[config.mk]
export PLATFORM = sky130hd
export DESIGN_NAME = uart_rx
export DESIGN_NICKNAME = d
export VERILOG_FILES = /design/src/rtl/uart_rx.sv
export SDC_FILE = /design/constraint.sdc
export NUM_CORES = 1
export LEC_CHECK = 0
export BUFFER_PORTS_ARGS = -buffer_cell sky130_fd_sc_hd__buf_2
export CAP_MARGIN = 0
export CORE_MARGIN = 5
export CORE_UTILIZATION = 51
export DETAILED_ROUTE_END_ITERATION = 8
export PLACE_DENSITY_LB_ADDON = 0.15
export SLEW_MARGIN = 20
export SYNTH_ARGS = -nofsm -noshare
export SYNTH_HDL_FRONTEND = slang
export SYNTH_SLANG_ARGS = --single-unit
[constraint.sdc]
create_clock -name i_clk -period 1.5 [get_ports i_clk]
set_input_delay 0.15 -clock i_clk [delete_from_list [all_inputs] [get_ports i_clk]]
set_output_delay 0.15 -clock i_clk [all_outputs]
set_load 0.01 [all_outputs]
[src/rtl/uart_rx.sv]
// UART receiver: 16x-oversampled, LSB-first frames (1 start, DATA_BITS data, 1 stop).
// Each completed frame is presented on o_data with a one-cycle o_rx_done strobe.
module uart_rx #(
  parameter int DATA_BITS  = 8,
  parameter int STOP_TICKS = 16
) (
  input  logic                 i_clk,
  input  logic                 i_rst,
  input  logic                 i_rx,
  input  logic                 i_tick,
  output logic [DATA_BITS-1:0] o_data,
  output logic                 o_rx_done,
  output logic                 o_frame_err
);

  localparam int S_W = (STOP_TICKS > 16) ? $clog2(STOP_TICKS) : 4;
  localparam int N_W = (DATA_BITS > 1) ? $clog2(DATA_BITS) : 1;

  localparam logic [S_W-1:0] S_MID      = S_W'(7);
  localparam logic [S_W-1:0] S_BIT_END  = S_W'(15);
  localparam logic [S_W-1:0] S_STOP_END = S_W'(STOP_TICKS - 1);
  localparam logic [N_W-1:0] N_LAST     = N_W'(DATA_BITS - 1);

  typedef enum logic [1:0] {
    IDLE,
    START,
    DATA,
    STOP
  } state_t;

  state_t               state;
  logic [S_W-1:0]       s;
  logic [N_W-1:0]       n;
  logic [DATA_BITS-1:0] shift;
  logic [DATA_BITS-1:0] shift_next;
  logic                 rx_meta;
  logic                 rx_s;

  // Both flops reset high so the line reads idle straight out of reset.
  // NOTE: sequential state uses non-blocking assignments so every flop samples
  // the pre-edge values of the others, exactly like the hardware.
  always_ff @(posedge i_clk or posedge i_rst) begin
    if (i_rst) begin
      rx_meta <= 1'b1;
      rx_s    <= 1'b1;
    end else begin
      rx_meta <= i_rx;
      rx_s    <= rx_meta;
    end
  end

  // Right shift: the first data bit received ends up in the LSB.
  // NOTE: always_comb outputs get a default first so no path can infer a latch.
  always_comb begin
    shift_next = shift;
    shift_next = DATA_BITS'({rx_s, shift} >> 1);
  end

  // Start detection runs every clock; all other progress is gated by i_tick.
  // NOTE: the shift register is reset too; it is small datapath state, and a
  // defined value keeps o_data deterministic in simulation and in silicon.
  always_ff @(posedge i_clk or posedge i_rst) begin
    if (i_rst) begin
      state       <= IDLE;
      s           <= '0;
      n           <= '0;
      shift       <= '0;
      o_data      <= '0;
      o_rx_done   <= 1'b0;
      o_frame_err <= 1'b0;
    end else begin
      o_rx_done <= 1'b0;
      case (state)
        IDLE: begin
          if (!rx_s) begin
            state <= START;
            s     <= '0;
          end
        end

        START: begin
          if (i_tick) begin
            if (s == S_MID) begin
              s <= '0;
              if (!rx_s) begin
                state <= DATA;
                n     <= '0;
              end else begin
                state <= IDLE;
              end
            end else begin
              s <= s + S_W'(1);
            end
          end
        end

        DATA: begin
          if (i_tick) begin
            if (s == S_BIT_END) begin
              s     <= '0;
              shift <= shift_next;
              if (n == N_LAST) begin
                state <= STOP;
              end else begin
                n <= n + N_W'(1);
              end
            end else begin
              s <= s + S_W'(1);
            end
          end
        end

        STOP: begin
          if (i_tick) begin
            if (s == S_STOP_END) begin
              o_data      <= shift;
              o_frame_err <= ~rx_s;
              o_rx_done   <= 1'b1;
              state       <= IDLE;
              s           <= '0;
            end else begin
              s <= s + S_W'(1);
            end
          end
        end

        default: state <= IDLE;
      endcase
    end
  end

endmodule
Word level (Yosys, flattened, before mapping)
Index checks and enable logic that the tools add are counted.
{"block": "totals", "word_cells": 63, "in_bits": 4, "output_inout_bits": 10, "ff_bits": 29}
{"block": "classes", "n_addsub": 2, "reduce_logical": 8, "n_bitwise": 1, "muxes": 26, "n_eq_ne": 17}
{"op": "$mux 4", "count": 5}
{"op": "$ne 2x2->1 const B", "count": 10}
{"op": "$mux 2", "count": 9}
{"op": "$mux 3", "count": 6}
{"op": "$pmux 4 s3", "count": 1}
{"op": "$reduce_and 3->1", "count": 3}
{"op": "$pmux 2 s4", "count": 1}
{"op": "$reduce_and 8->1", "count": 1}
{"op": "$reduce_and 7->1", "count": 1}
{"op": "$pmux 3 s2", "count": 1}
{"op": "$add 4x1->4 const B", "count": 1}
{"op": "$eq 2x2->1 const B", "count": 2}
{"op": "$eq 4x3->1 const B", "count": 1}
{"op": "$eq 4x4->1 const B", "count": 1}
{"op": "$add 3x1->3 const B", "count": 1}
{"op": "$eq 3x3->1 const B", "count": 1}
{"op": "$mux 1", "count": 3}
{"op": "$eq 2x1->1 const B", "count": 1}
{"op": "$logic_not 2->1", "count": 1}
{"op": "$ne 2x1->1 const B", "count": 1}
{"op": "$reduce_bool 2->1", "count": 1}
{"op": "$reduce_or 2->1", "count": 1}
{"op": "$not 1->1", "count": 1}

Logic depth before layout (Yosys ltp)
{"block": "logic_depth", "ltp_word": 5, "depth_mapped": 6, "mapped_depth_nobuf": 6}

Worst setup path after synthesis
OpenSTA, ideal clock, no wires.
{"block": "synth_path", "path_type": "reg-to-reg", "from": "register state[0]", "to": "register state[0]", "path_stages_with_launch": 6, "path_buffers": 1, "t_required_ns": 1.374, "setup_ns": 0.126, "arrival_ns": 1.442, "period_less_slack_ns": 1.568, "path_slack_ns": -0.068, "path_cell_list": "dfrtp_1 > buf_6 > nor2_4 > mux2_4 > a41o_1 > a221o_1"}
{"block": "synth_between", "elab_chain_len": 3, "elab_cells_between_ends": 14, "cone_classes": "eq/ne: 11; mux: 1; reduce/logical: 2"}
{"item": "start: declaration", "line_no": "31", "source": "state_t state;"}
{"item": "start signal: assignment", "line_no": "64", "source": "state <= IDLE;"}
{"item": "start signal: assignment", "line_no": "76", "source": "state <= START;"}
{"item": "start signal: assignment", "line_no": "86", "source": "state <= DATA;"}
{"item": "$eq 2x2->1, or another cell as far along", "line_no": "73", "source": "case (state)"}
{"item": "$ne 2x2->1 (no line)"}
{"item": "$reduce_and 8->1 (no line)"}
Several ways; a longest one is shown, not always the timed one.
A chain may end at the register's enable or synchronous reset.

Worst setup path after layout
{"block": "layout_path", "from": "register s[0]", "to": "register shift[4]"}
{"block": "layout_between", "elab_chain_len": 2}
{"item": "start: declaration", "line_no": "32", "source": "logic [S_W-1:0] s;"}
{"item": "start signal: assignment", "line_no": "92", "source": "s <= s + S_W'(1);"}
{"item": "start signal: assignment", "line_no": "108", "source": "s <= s + S_W'(1);"}
{"item": "start signal: assignment", "line_no": "122", "source": "s <= s + S_W'(1);"}
{"item": "$eq 4x4->1", "line_no": "99", "source": "if (s == S_BIT_END) begin"}
{"item": "$reduce_and 3->1 (no line)"}
{"item": "end signal: assignment", "line_no": "101", "source": "shift <= shift_next;"}
{"item": "end: declaration", "line_no": "34", "source": "logic [DATA_BITS-1:0] shift;"}
No other way between the ends.

==> flow_metrics.env <==
export IMPL_status="finished, violations left"
export IMPL_failed_checks="setup timing"
export IMPL_path_class="reg2reg"
export IMPL_yosysWarnings=0
export IMPL_rows=18
export IMPL_synth_edff_count=0
export IMPL_synth_distinct_cells=34
export IMPL_num_fill_cells=199
export IMPL_syn_nets=116
export IMPL_nNetsFinal=150
export IMPL_start_util_pct=54.00
export IMPL_cp_arrival_ns=1.76
export IMPL_finalCoreUtilization_pct=68.12
export IMPL_final_setup_worst_slack_ns=-0.05834
export IMPL_post_drt_via_cell_ratio=5.517
export IMPL_setup_worst_path_start_class="flip-flop"
export IMPL_worstHoldPathType="in2reg"
export IMPL_clockBufferDepth=2
export IMPL_top_level_ports=14
export IMPL_drive_gt1_share_pct=50.00
export IMPL_slowest_stage="dfrtp_1"
export IMPL_final_hold_viol_count=0
export IMPL_ys_async_sr_fraction_pct=100.0
export IMPL_endpoint_kind="flip-flop"
export IMPL_synth_area_leader_cell="dfrtp_1"
export IMPL_synth_area_per_cell_um2=12.39
export IMPL_clk_latency_ns=0.32
export IMPL_ant_nets=0
export IMPL_ys_seq_elements=29
export IMPL_vias=960
export IMPL_synth_top_area_share_pct=50.05
export IMPL_drv_slew=0
export IMPL_dp_hpwl_um=1797
export IMPL_rsz0062_at_grt="yes"
export IMPL_p_leak_nw=0.8636
export IMPL_worst_slew_pin_transition_ns=0.3591
export IMPL_crit_family="simple AND/OR/NAND/NOR gates"
export IMPL_drt_pass1_iterations=4
export IMPL_gp_congestion=0.8427
export IMPL_cts_root_buf="clkbuf_4"
export IMPL_layoutNonFillerInstCount=174
export IMPL_grt_pass1_wl_um=4450
export IMPL_synth_main_ff_cell="dfrtp_1"
export IMPL_clkSlewWorstSetupHoldPaths_ns=0.10
export IMPL_min_period_ns=1.558
export IMPL_numPlacedInstances=162
export IMPL_grt_overflow=0
export IMPL_cp_cell_sequence="ha_4, and4_4, and3_4, mux2_2"
export IMPL_place_area_um2=1529
export IMPL_synth_most_common_cell="dfrtp_1"
export IMPL_die_area_um2=3776
export IMPL_cap_viol_max_count=0
export IMPL_n_antenna_cell=0
export IMPL_clkSinkCount=29
export IMPL_fin_worst_skew_ns=0.01390
export IMPL_crit_required_ns=1.71
export IMPL_totalWireLength_um=2731
export IMPL_yosys_top_cells_area="dfrtp_1 (50%), mux2_2 (13%), dfstp_2 (3.9%), ha_1 (2.8%), buf_6 (2.5%)"
export IMPL_core_um2=2500
export IMPL_die_x_um=61.45
export IMPL_syn_to_final_growth_pct=26.14
export IMPL_cts_made_buffers=5
export IMPL_syn_area_um2=1350
export IMPL_setup_viol=10
export IMPL_place_ws_ns=-0.06675
export IMPL_crit_fanout=8
export IMPL_grt_max_degree=30
export IMPL_antenna_found_initial=0
export IMPL_drc=0
export IMPL_wl_per_cell_um=15.70
export IMPL_htreeDepth=2
export IMPL_numPortBuffers=13
export IMPL_cp_slowest_stage_delay_ns=0.42
export IMPL_first_global_vias=971
export IMPL_drtIter0Drc=11
export IMPL_syn_inst=109
export IMPL_cellPowerDensity_nw_per_um2=1545
export IMPL_grt_total_usage_pct=16.83
export IMPL_ys_seq_area_share_pct=53.94
export IMPL_die_y_um=61.45
export IMPL_finalPower_mw=2.630
export IMPL_slew_limit_headroom_pct=76.06
export IMPL_ir_drop_v=0.001230
export IMPL_path_buf_inv=0
export IMPL_finalSetupTns_ns=-0.4497
export IMPL_design_area_um2=1703
export IMPL_synth_commonest_cells="dfrtp_1 (27), mux2_2 (16), inv_1 (6)"
export IMPL_final_period_utilization_pct=103.9
export IMPL_fmax_ghz=0.6417
export IMPL_worst_hold_slack_ns=0.2890
export IMPL_cts_tree="done"
state kept, by name (all words and copies together) (netlist names), named ones only:
register / flops
rx_meta: 1
state: 1
o_frame_err: 1
shift: 8
rx_s: 1
n: 3
o_rx_done: 1
o_data: 8
s: 4
cells by family (layout without fill, tap and decap cells):
kind of cell / Yosys count / in the layout / share of synthesized area (%)
AND/OR/NAND/NOR: 25 / 25 / 10.66
AO/OA/AOI/OAI: 19 / 19 / 10.20
buffers and inverters: 13 / 48 / 5.838
multiplexers: 19 / 19 / 15.94
XOR/XNOR: 1 / 1 / 0.6489
flip-flops: 29 / 29 / 53.94
adder cells (fa/ha/maj): 3 / 3 / 2.781
routing by layer:
| metal | GRT usage (%) | part of all wire [%] |
|---|---|---|
| met5 | 0 | 0 |
| met4 | 8.182 | 1.6 |
| met3 | 6.499 | 4.1 |
| met2 | 25.68 | 50 |
| met1 | 20.96 | 44 |
final timing paths:
kind,startpoint,to,slack (ns),cells after the start
worst max-delay path,s[0],shift[4],-0.06,4
worst min-delay path,i_tick,s[0],0.29,4
worst max register to register,s[0],shift[4],-0.06,4
worst min register to register,rx_meta,rx_s,0.36,0
max in group asynchronous,i_rst,rx_s,0.73,4
min in group asynchronous,i_rst,n[1],0.44,4
repair_timing:
action / in CTS / in global routing
resized for setup: 5 / 7
setup endpoints to repair: 20 / 20
hold buffers: 2 / 0
setup buffers: 1 / 2
pin swaps: 2 / 4
endpoints found under the hold margin: 28 / 0
cell type report:
cell class	count	area, um^2	share of cell area [%]
clock buffers	7	55.05	3.233
clock inverters	1	30.03	1.763
inverters	6	22.52	1.323
multi-input cells	67	598.1	35.12
flip-flops and latches	29	732.0	42.98
well taps	30	37.54	2.204
repair buffers	34	227.7	13.37
worst min-delay path, cell delays in order:
cell,delay (ns)
buf_2,0.11
buf_4,0.16
nand3_1,0.08
mux2i_1,0.07
cells in the final DEF, fill, tap and decap left out, drive strengths merged, types with 2 or more instances in the layout:
cell / Yosys / routed
a31oi: 4 / 4
a32o: 2 / 2
and2: 3 / 3
and3: 2 / 2
buf: 7 / 32
clkbuf: 0 / 7
dfrtp: 27 / 27
dfstp: 2 / 2
dlygate4sd3: 0 / 2
ha: 3 / 3
inv: 6 / 6
mux2: 17 / 17
mux2i: 2 / 2
nand2: 4 / 4
nand3: 5 / 5
nor2: 6 / 6
nor3b: 2 / 2
o21ai: 4 / 4
power breakdown:
part	switching, mW	internal [mW]
clock	0.274	0.398
combinational	0.432	0.477
sequential	0.151	0.898
total	0.857	1.77
Power figures use the tool's default switching activity.
